## config.mk

```make
export PLATFORM = sky130hd
export DESIGN_NAME = eth_rx_arb
export DESIGN_NICKNAME = d
export VERILOG_FILES = /design/src/rtl/eth_rx_arb.sv
export SDC_FILE = /design/constraint.sdc
export NUM_CORES = 1
export LEC_CHECK = 0
export ABC_AREA = 1
export BUFFER_PORTS_ARGS = -buffer_cell sky130_fd_sc_hd__buf_2
export CORE_ASPECT_RATIO = 1.4
export CORE_UTILIZATION = 40
export DETAILED_ROUTE_END_ITERATION = 8
export SKIP_LAST_GASP = 1
export SYNTH_ARGS = -nofsm -noshare
export SYNTH_HDL_FRONTEND = slang
export SYNTH_SLANG_ARGS = --single-unit
```

## constraint.sdc

```tcl
create_clock -name p_in_clk -period 2.95 [get_ports p_in_clk]
set_input_delay 0.295 -clock p_in_clk [delete_from_list [all_inputs] [get_ports p_in_clk]]
set_output_delay 0.295 -clock p_in_clk [all_outputs]
set_load 0.01 [all_outputs]
```

## src/rtl/eth_rx_arb.sv

```systemverilog
// Round-robin frame arbiter: merges CH_COUNT AXI-Stream style frame sources onto one
// output, keeping frames whole, aborting stalled frames and counting frames/errors.
//
// state | meaning
// IDLE  | no grant held, pick next requesting channel round-robin
// PASS  | forwarding beats of granted channel, stall timer running
// ABORT | stall limit hit, waiting to emit the error-terminating beat
// DRAIN | discarding remaining beats of the aborted frame up to its tlast
module eth_rx_arb #(
    parameter int CH_COUNT = 4,
    parameter int DATA_W   = 8,
    parameter int CNT_W    = 16,
    parameter int TIMEOUT  = 1024,
    parameter int CH_W     = (CH_COUNT > 1) ? $clog2(CH_COUNT) : 1
) (
    input  logic                         p_in_clk,
    input  logic                         p_in_rst_n,
    input  logic [CH_COUNT*DATA_W-1:0]   s_tdata,
    input  logic [CH_COUNT-1:0]          s_tvalid,
    input  logic [CH_COUNT-1:0]          s_tlast,
    input  logic [CH_COUNT-1:0]          s_tuser,
    output logic [CH_COUNT-1:0]          s_tready,
    output logic [DATA_W-1:0]            m_tdata,
    output logic                         m_tvalid,
    output logic                         m_tlast,
    output logic                         m_tuser,
    output logic [CH_W-1:0]              m_tid,
    input  logic                         m_tready,
    input  logic [CH_W-1:0]              stat_sel,
    input  logic                         stat_clr,
    output logic [CNT_W-1:0]             stat_frames,
    output logic [CNT_W-1:0]             stat_errs
);

    localparam int TM_W = $clog2(TIMEOUT + 1);

    typedef enum logic [1:0] {IDLE, PASS, ABORT, DRAIN} state_t;

    state_t            state;
    logic [CH_W-1:0]   grant;
    logic [CH_W-1:0]   last_grant;
    logic [CH_W-1:0]   pick;
    logic              pick_found;
    logic [TM_W-1:0]   timer;
    logic [CNT_W-1:0]  frames [CH_COUNT];
    logic [CNT_W-1:0]  errs   [CH_COUNT];

    logic              sel_valid;
    logic              sel_last;
    logic              sel_user;
    logic [DATA_W-1:0] sel_data;
    logic              out_free;
    logic              accept;

    function automatic logic [CNT_W-1:0] sat_inc(input logic [CNT_W-1:0] v);
        return (v == {CNT_W{1'b1}}) ? v : v + 1'b1;
    endfunction

    assign sel_valid = s_tvalid[grant];
    assign sel_last  = s_tlast[grant];
    assign sel_user  = s_tuser[grant];
    assign sel_data  = s_tdata[int'(grant)*DATA_W +: DATA_W];
    assign out_free  = !m_tvalid || m_tready;
    assign accept    = sel_valid && s_tready[grant];

    // Scan downward so the lowest offset from last_grant+1 wins.
    always_comb begin
        pick       = '0;
        pick_found = 1'b0;
        for (int i = CH_COUNT; i >= 1; i--) begin
            if (s_tvalid[(int'(last_grant) + i) % CH_COUNT]) begin
                pick       = CH_W'((int'(last_grant) + i) % CH_COUNT);
                pick_found = 1'b1;
            end
        end
    end

    always_comb begin
        s_tready = '0;
        if (state == PASS)
            s_tready[grant] = out_free;
        else if (state == DRAIN)
            s_tready[grant] = 1'b1;
    end

    always_ff @(posedge p_in_clk or negedge p_in_rst_n) begin
        if (!p_in_rst_n) begin
            state      <= IDLE;
            grant      <= '0;
            last_grant <= CH_W'(CH_COUNT - 1);
            timer      <= '0;
            m_tdata    <= '0;
            m_tvalid   <= 1'b0;
            m_tlast    <= 1'b0;
            m_tuser    <= 1'b0;
            m_tid      <= '0;
            for (int c = 0; c < CH_COUNT; c++) begin
                frames[c] <= '0;
                errs[c]   <= '0;
            end
        end else begin
            // Drained output empties unless a new beat is loaded below.
            if (m_tvalid && m_tready)
                m_tvalid <= 1'b0;

            case (state)
                IDLE: begin
                    timer <= '0;
                    if (pick_found) begin
                        grant <= pick;
                        state <= PASS;
                    end
                end
                PASS: begin
                    if (accept) begin
                        m_tdata  <= sel_data;
                        m_tvalid <= 1'b1;
                        m_tlast  <= sel_last;
                        m_tuser  <= sel_user && sel_last;
                        m_tid    <= grant;
                        timer    <= '0;
                        if (sel_last) begin
                            state      <= IDLE;
                            last_grant <= grant;
                        end
                    end else if (!sel_valid && out_free) begin
                        if (timer == TM_W'(TIMEOUT - 1)) begin
                            timer <= '0;
                            state <= ABORT;
                        end else begin
                            timer <= timer + 1'b1;
                        end
                    end
                end
                ABORT: begin
                    if (out_free) begin
                        m_tdata  <= '0;
                        m_tvalid <= 1'b1;
                        m_tlast  <= 1'b1;
                        m_tuser  <= 1'b1;
                        m_tid    <= grant;
                        state    <= DRAIN;
                    end
                end
                DRAIN: begin
                    if (accept && sel_last) begin
                        state      <= IDLE;
                        last_grant <= grant;
                    end
                end
                default: state <= IDLE;
            endcase

            if (stat_clr) begin
                for (int c = 0; c < CH_COUNT; c++) begin
                    frames[c] <= '0;
                    errs[c]   <= '0;
                end
            end else if (state == PASS && accept && sel_last) begin
                frames[grant] <= sat_inc(frames[grant]);
                if (sel_user)
                    errs[grant] <= sat_inc(errs[grant]);
            end else if (state == ABORT && out_free) begin
                frames[grant] <= sat_inc(frames[grant]);
                errs[grant]   <= sat_inc(errs[grant]);
            end
        end
    end

    always_comb begin
        stat_frames = '0;
        stat_errs   = '0;
        if (int'(stat_sel) < CH_COUNT) begin
            stat_frames = frames[stat_sel];
            stat_errs   = errs[stat_sel];
        end
    end

endmodule
```

# After elaboration in Yosys (flattened, before gate mapping)
# Index checks and enable logic that the tools add are counted.
[word_totals]
register_bits = 158
wordCells = 172
ram_bits = 0
inputBits = 50
rom_bits = 0
memories = 0
latchBits = 0
out_inout_bits = 49
[classes]
n_mux = 88
n_shift = 1
n_div = 0
reduce_logical = 28
mul = 0
addsub = 7
order_cmp = 9
eq_ne = 15
bitwise = 7
[ops]
columns = ["operator", "n"]
rows = [
  ["$mux W64", 7],
  ["$mux W16", 11],
  ["$bmux W16 S2", 4],
  ["$bwmux W64", 2],
  ["$mux W11", 3],
  ["$add A16 B1 Y16 const B", 2],
  ["$demux W16 S2", 1],
  ["$eq A16 B16 Y1 const B", 2],
  ["$mux W2", 16],
  ["$shiftx A32 B6 Y8", 1],
  ["$mux W1", 23],
  ["$pmux W11 S2", 1],
  ["$bmux W1 S2", 8],
  ["$lt A3 B4 Y1 const B", 4],
  ["$mux W8", 2],
  ["$pmux W8 S2", 1],
  ["$ne A3 B3 Y1 const B", 4],
  ["$add A11 B1 Y11 const B", 1],
  ["$eq A11 B10 Y1 const B", 1],
  ["$logic_and A1 B1 Y1", 10],
  ["$mux W4", 2],
  ["$ne A2 B2 Y1 const B", 4],
  ["$pmux W2 S2", 2],
  ["$pmux W2 S4", 1],
  ["24 further kinds", 42],
]

# Logic depth before layout (Yosys ltp)
[depth]
word_depth = 13
depth_mapped = 17
depth_no_buf = 15

# Worst setup path after synthesis
# OpenSTA, ideal clock, no wires.
[synth_timing]
kind = "register -> register"
start = "reg grant[0]"
end = "reg frames[33] (netlist name)"
synth_period_minus_slack_ns = 2.235
setup_time_ns = 0.065
path_stages_with_launch = 16
path_slack_ns = 0.715
path_buffers = 3
required_ns = 2.885
arrival_ns = 2.170
cell_sequence = "dfrtp_1 -> buf_6 -> buf_6 -> buf_6 -> o21ai_0 -> nand2_1 -> nand2_1 -> ha_1 -> nand2_1 -> nor2_4 -> inv_2 -> nor2_4 -> nand3_1 -> nand2_1 -> nand3_1 -> nand2_1"
[synth_between]
elab_chain_len = 13
elab_cells_between_ends = 34
cone_classes = "add/sub (1); order compare (4); eq/ne (1); mux (20); bitwise (2); reduce/logical (6)"
[synth_lines]
columns = ["item", "line_no", "rtl"]
rows = [
  ["start: declaration", "40", "logic [CH_W-1:0] grant;"],
  ["start signal: assignment", "110", "grant <= pick;"],
  ["branches (longest 13 deep; another with $add A16 B1 Y16)", "--", ""],
  ["end signal: indexed assignment", "160", "frames[grant] <= sat_inc(frames[grant]);"],
  ["end signal: indexed assignment", "164", "frames[grant] <= sat_inc(frames[grant]);"],
  ["end: declaration", "45", "logic [CNT_W-1:0] frames [CH_COUNT];"],
]
# Several ways; the timed one is not identified. The select of a mux whose other input is x is not followed.
# A chain may end at the register's enable or synchronous reset.

# Worst setup path in the final report
[layout_timing]
start = "reg grant[0]"
end = "reg frames[54] (netlist name)"
# Same word-level chain as after synthesis.

==> run metrics <==
status finished clean; FILL cells 2,615; FF/Latch Area a little under 4000 µm²; Synth top area share 37.7%; Reg2Reg Launch Point grant[0]$_DFFE_PN0P_; remaining antenna violation count after routing 0; wire length per cell 16.7 µm; antenna violations before repair 0; Clock transition at path regs 0.07 ns; num ports between 90 and 100; Post-CTS Setup Bufs 0; H-Tree Depth 4; Die Span Y roughly 190 µm; Seq cells post-synth 158; Sum Neg Setup Slack 0 ns; MaxCap Viol Count 0; Final setup viols 0; YS warnings 0; clock tree from TritonCTS built; max-slew violations 0; CP required 3.31 ns; final-report hold violation count 0; setup ws final 0.270 ns; Fmax achieved about 370 MHz; Avg Inst Size Synth 6.66 µm²; WL final 32,900 µm; fin nets approximately 1,700; Post-synth ARST share 100%; Via density 5.26; Post-DP HPWL 22,600 µm; Area Growth Syn to Fin 14.0%; Post-Syn Area 10,300 µm²; Post-Syn Nets 1,611; first-pass GRT wire length about 53,000 µm; proportion of layout cells with a drive suffix above 1 15.8%; Worst-Margin Slew 0.747 ns; cts hold-fix bufs 1; Skew-Pair Late Insertion Delay 0.44 ns; Leak around 6.3 nW; Critical Path Start grant[0]$_DFFE_PN0P_; routed vias 10,400; Max-slew headroom 50.1%; peak supply drop 0.000421 V; area of the multi-input gates 5680 µm²; Worst setup SP type flip-flop; DP Worst Slack 0.320 ns; post-synthesis cell count 1,554; Antenna Cells 0; Total GRT Usage 26.4%; Clock Skew ~0.012 ns; die area 26,500 µm²; drt first pass iters 5; hold crit path type in -> reg; Initial Utilization ~41%; total gr overflow 0; Post-Layout Inst Area 11,800 µm²; core area 25,400 µm²; 1st-iter DRT viols 766; fin crit share slightly above 90%; Seq/Total Area, Yosys about two fifths; Post-synth EDFFs 0; vias in the first global route 10,200; count of cell types in the netlist 45; area post-placement 11,200 µm²; port bufs 98; GP Congestion 0.960; clk buf depth 2; clk sink count ~160; num rows between 60 and 70; Min Clock Period, post-route between 2 and 3 ns; power density cells approximately 700 nW/µm²; Die Width 138 µm; Critical Path AT ~3.0 ns; Root Driver clkbuf_16; Residual DRC 0; total CTS buffers 17; type of element capturing the critical path flip-flop; ys flop type dfrtp_1; crit path kind reg -> reg; Yosys top cell by area dfrtp_1; unrepaired setup endpoints after global routing false; CP max FO 17; cts repair resizes 0; dominant cells by area after synthesis dfrtp_1, nand2_1, nand3_1; hold path start m_tready; pin count of the biggest net entering global routing 67
-- per-layer routing --
layer | up-vias | track usage, % | part of all wire [%]
met5 | - | 0 | 0
met4 | 0 | 10.9 | 3.0
met3 | 70 | 3.34 | 3.9
met2 | 294 | 47.7 | 52
met1 | 4888 | 31.0 | 41
li1 | 5140 | - | -
-- Yosys cell counts (7+ instances only) --
master / number
buf_6: 9
ha_1: 7
inv_1: 65
dfrtp_1: 156
nand3_2: 8
o21ai_0: 102
a22o_1: 8
nor2_4: 11
o22ai_1: 26
nand4_1: 13
buf_4: 12
nand2_1: 699
inv_2: 12
nor2_1: 144
o21ai_1: 8
a21oi_1: 12
nand2_2: 39
clkbuf_1: 25
buf_2: 23
nand3_1: 110
a221oi_1: 8
xor2_1: 10
-- final timing paths --
path | to | slack (ns) | cells past startpoint
setup / recovery | frames[54]$_DFFE_PN0P_ | 0.27 | 15
hold / removal | m_tvalid$_DFF_PN0_ | 0.06 | 2
setup reg to reg | frames[54]$_DFFE_PN0P_ | 0.27 | 15
hold reg to reg | m_tlast$_DFFE_PN0P_ | 0.48 | 2
max in group asynchronous | errs[9]$_DFFE_PN0P_ | 1.82 | 3
min in group asynchronous | timer[4]$_DFFE_PN0P_ | 0.43 | 2
-- area by class of cell --
type / count / area share [%]
clock buffers: 19 / 3.76
clock inverters: 13 / 1.39
inverters: 80 / 2.56
multi-input cells: 1246 / 48.2
flip-flops and latches: 158 / 33.6
well taps: 319 / 3.38
repair buffers: 139 / 7.16
-- metrics by stage --
step / util, % / hold WS, ns / total power [mW] / cells
after global placement: 44.0 / 0.344 / 5.94 / 1941
final: 46.5 / 0.0613 / 8.28 / 1974
after global routing: 46.5 / 0.0609 / 8.74 / 1974
after floorplan: - / -0.000591 / 4.84 / 1554
after CTS: 46.5 / 0.0578 / 8.31 / 1974
after detailed placement: 44.0 / 0.350 / 5.97 / 1941
-- critical path: stages (launching register included) --
cell and delay, ns:
dfrtp_2 0.43, inv_2 0.38, nand2_1 0.10, nand2_1 0.11, nand2_1 0.05, nand2_1 0.13, ha_1 0.20, nand2_1 0.11
nor2_4 0.15, inv_2 0.06, nor2_4 0.18, nand2_1 0.19, buf_4 0.24, nand2_2 0.11, nand2_1 0.05, o21ai_1 0.10
-- layout by cell type (no fill, tap or decap), drive strengths merged, types with 3 or more instances in the layout --
cell    netlist  layout
nand2       740     740
nor2        162     162
dfrtp       156     156
buf          45     138
nand3       120     120
o21ai       111     111
inv          77      79
o22ai        26      26
clkbuf       25      19
nand4        15      15
a21oi        13      13
xor2         10      10
clkinv        3       9
a22o          8       8
a221oi        8       8
ha            7       7
nor3          7       7
xnor2         4       4
a22oi         3       3
nand3b        3       3
nor3b         3       3
bufinv        0       3
-- flip-flops by register name (all words and copies together) (netlist names), named ones only --
| register | cells |
|---|---|
| m_tlast | 1 |
| grant | 2 |
| state | 1 |
| errs | 64 |
| frames | 64 |
| m_tvalid | 1 |
| m_tuser | 1 |
| m_tid | 2 |
| last_grant | 2 |
| timer | 11 |
| m_tdata | 8 |
-- where the power goes --
group / leakage [nW] / switching (mW) / internal [mW] / total, mW
Sequential: 2.17 / 0.180 / 2.39 / 2.57
Combinational: 3.85 / 2.43 / 0.960 / 3.39
Clock: 0.293 / 0.960 / 1.36 / 2.32
-- cell families (layout without fill, tap and decap cells) --
kind of cell	count (synthesis)	after routing	synth area share [%]
DFF	158	158	38.2
adders and majority gates	7	7	0.847
xor gates and xnor gates	14	14	1.19
and+or+nand+nor	1051	1051	43.3
buffers and inverters	150	251	6.82
AOI/OAI and AO/OA	174	174	9.64
No activity file was read; power rests on OpenSTA's default activity.
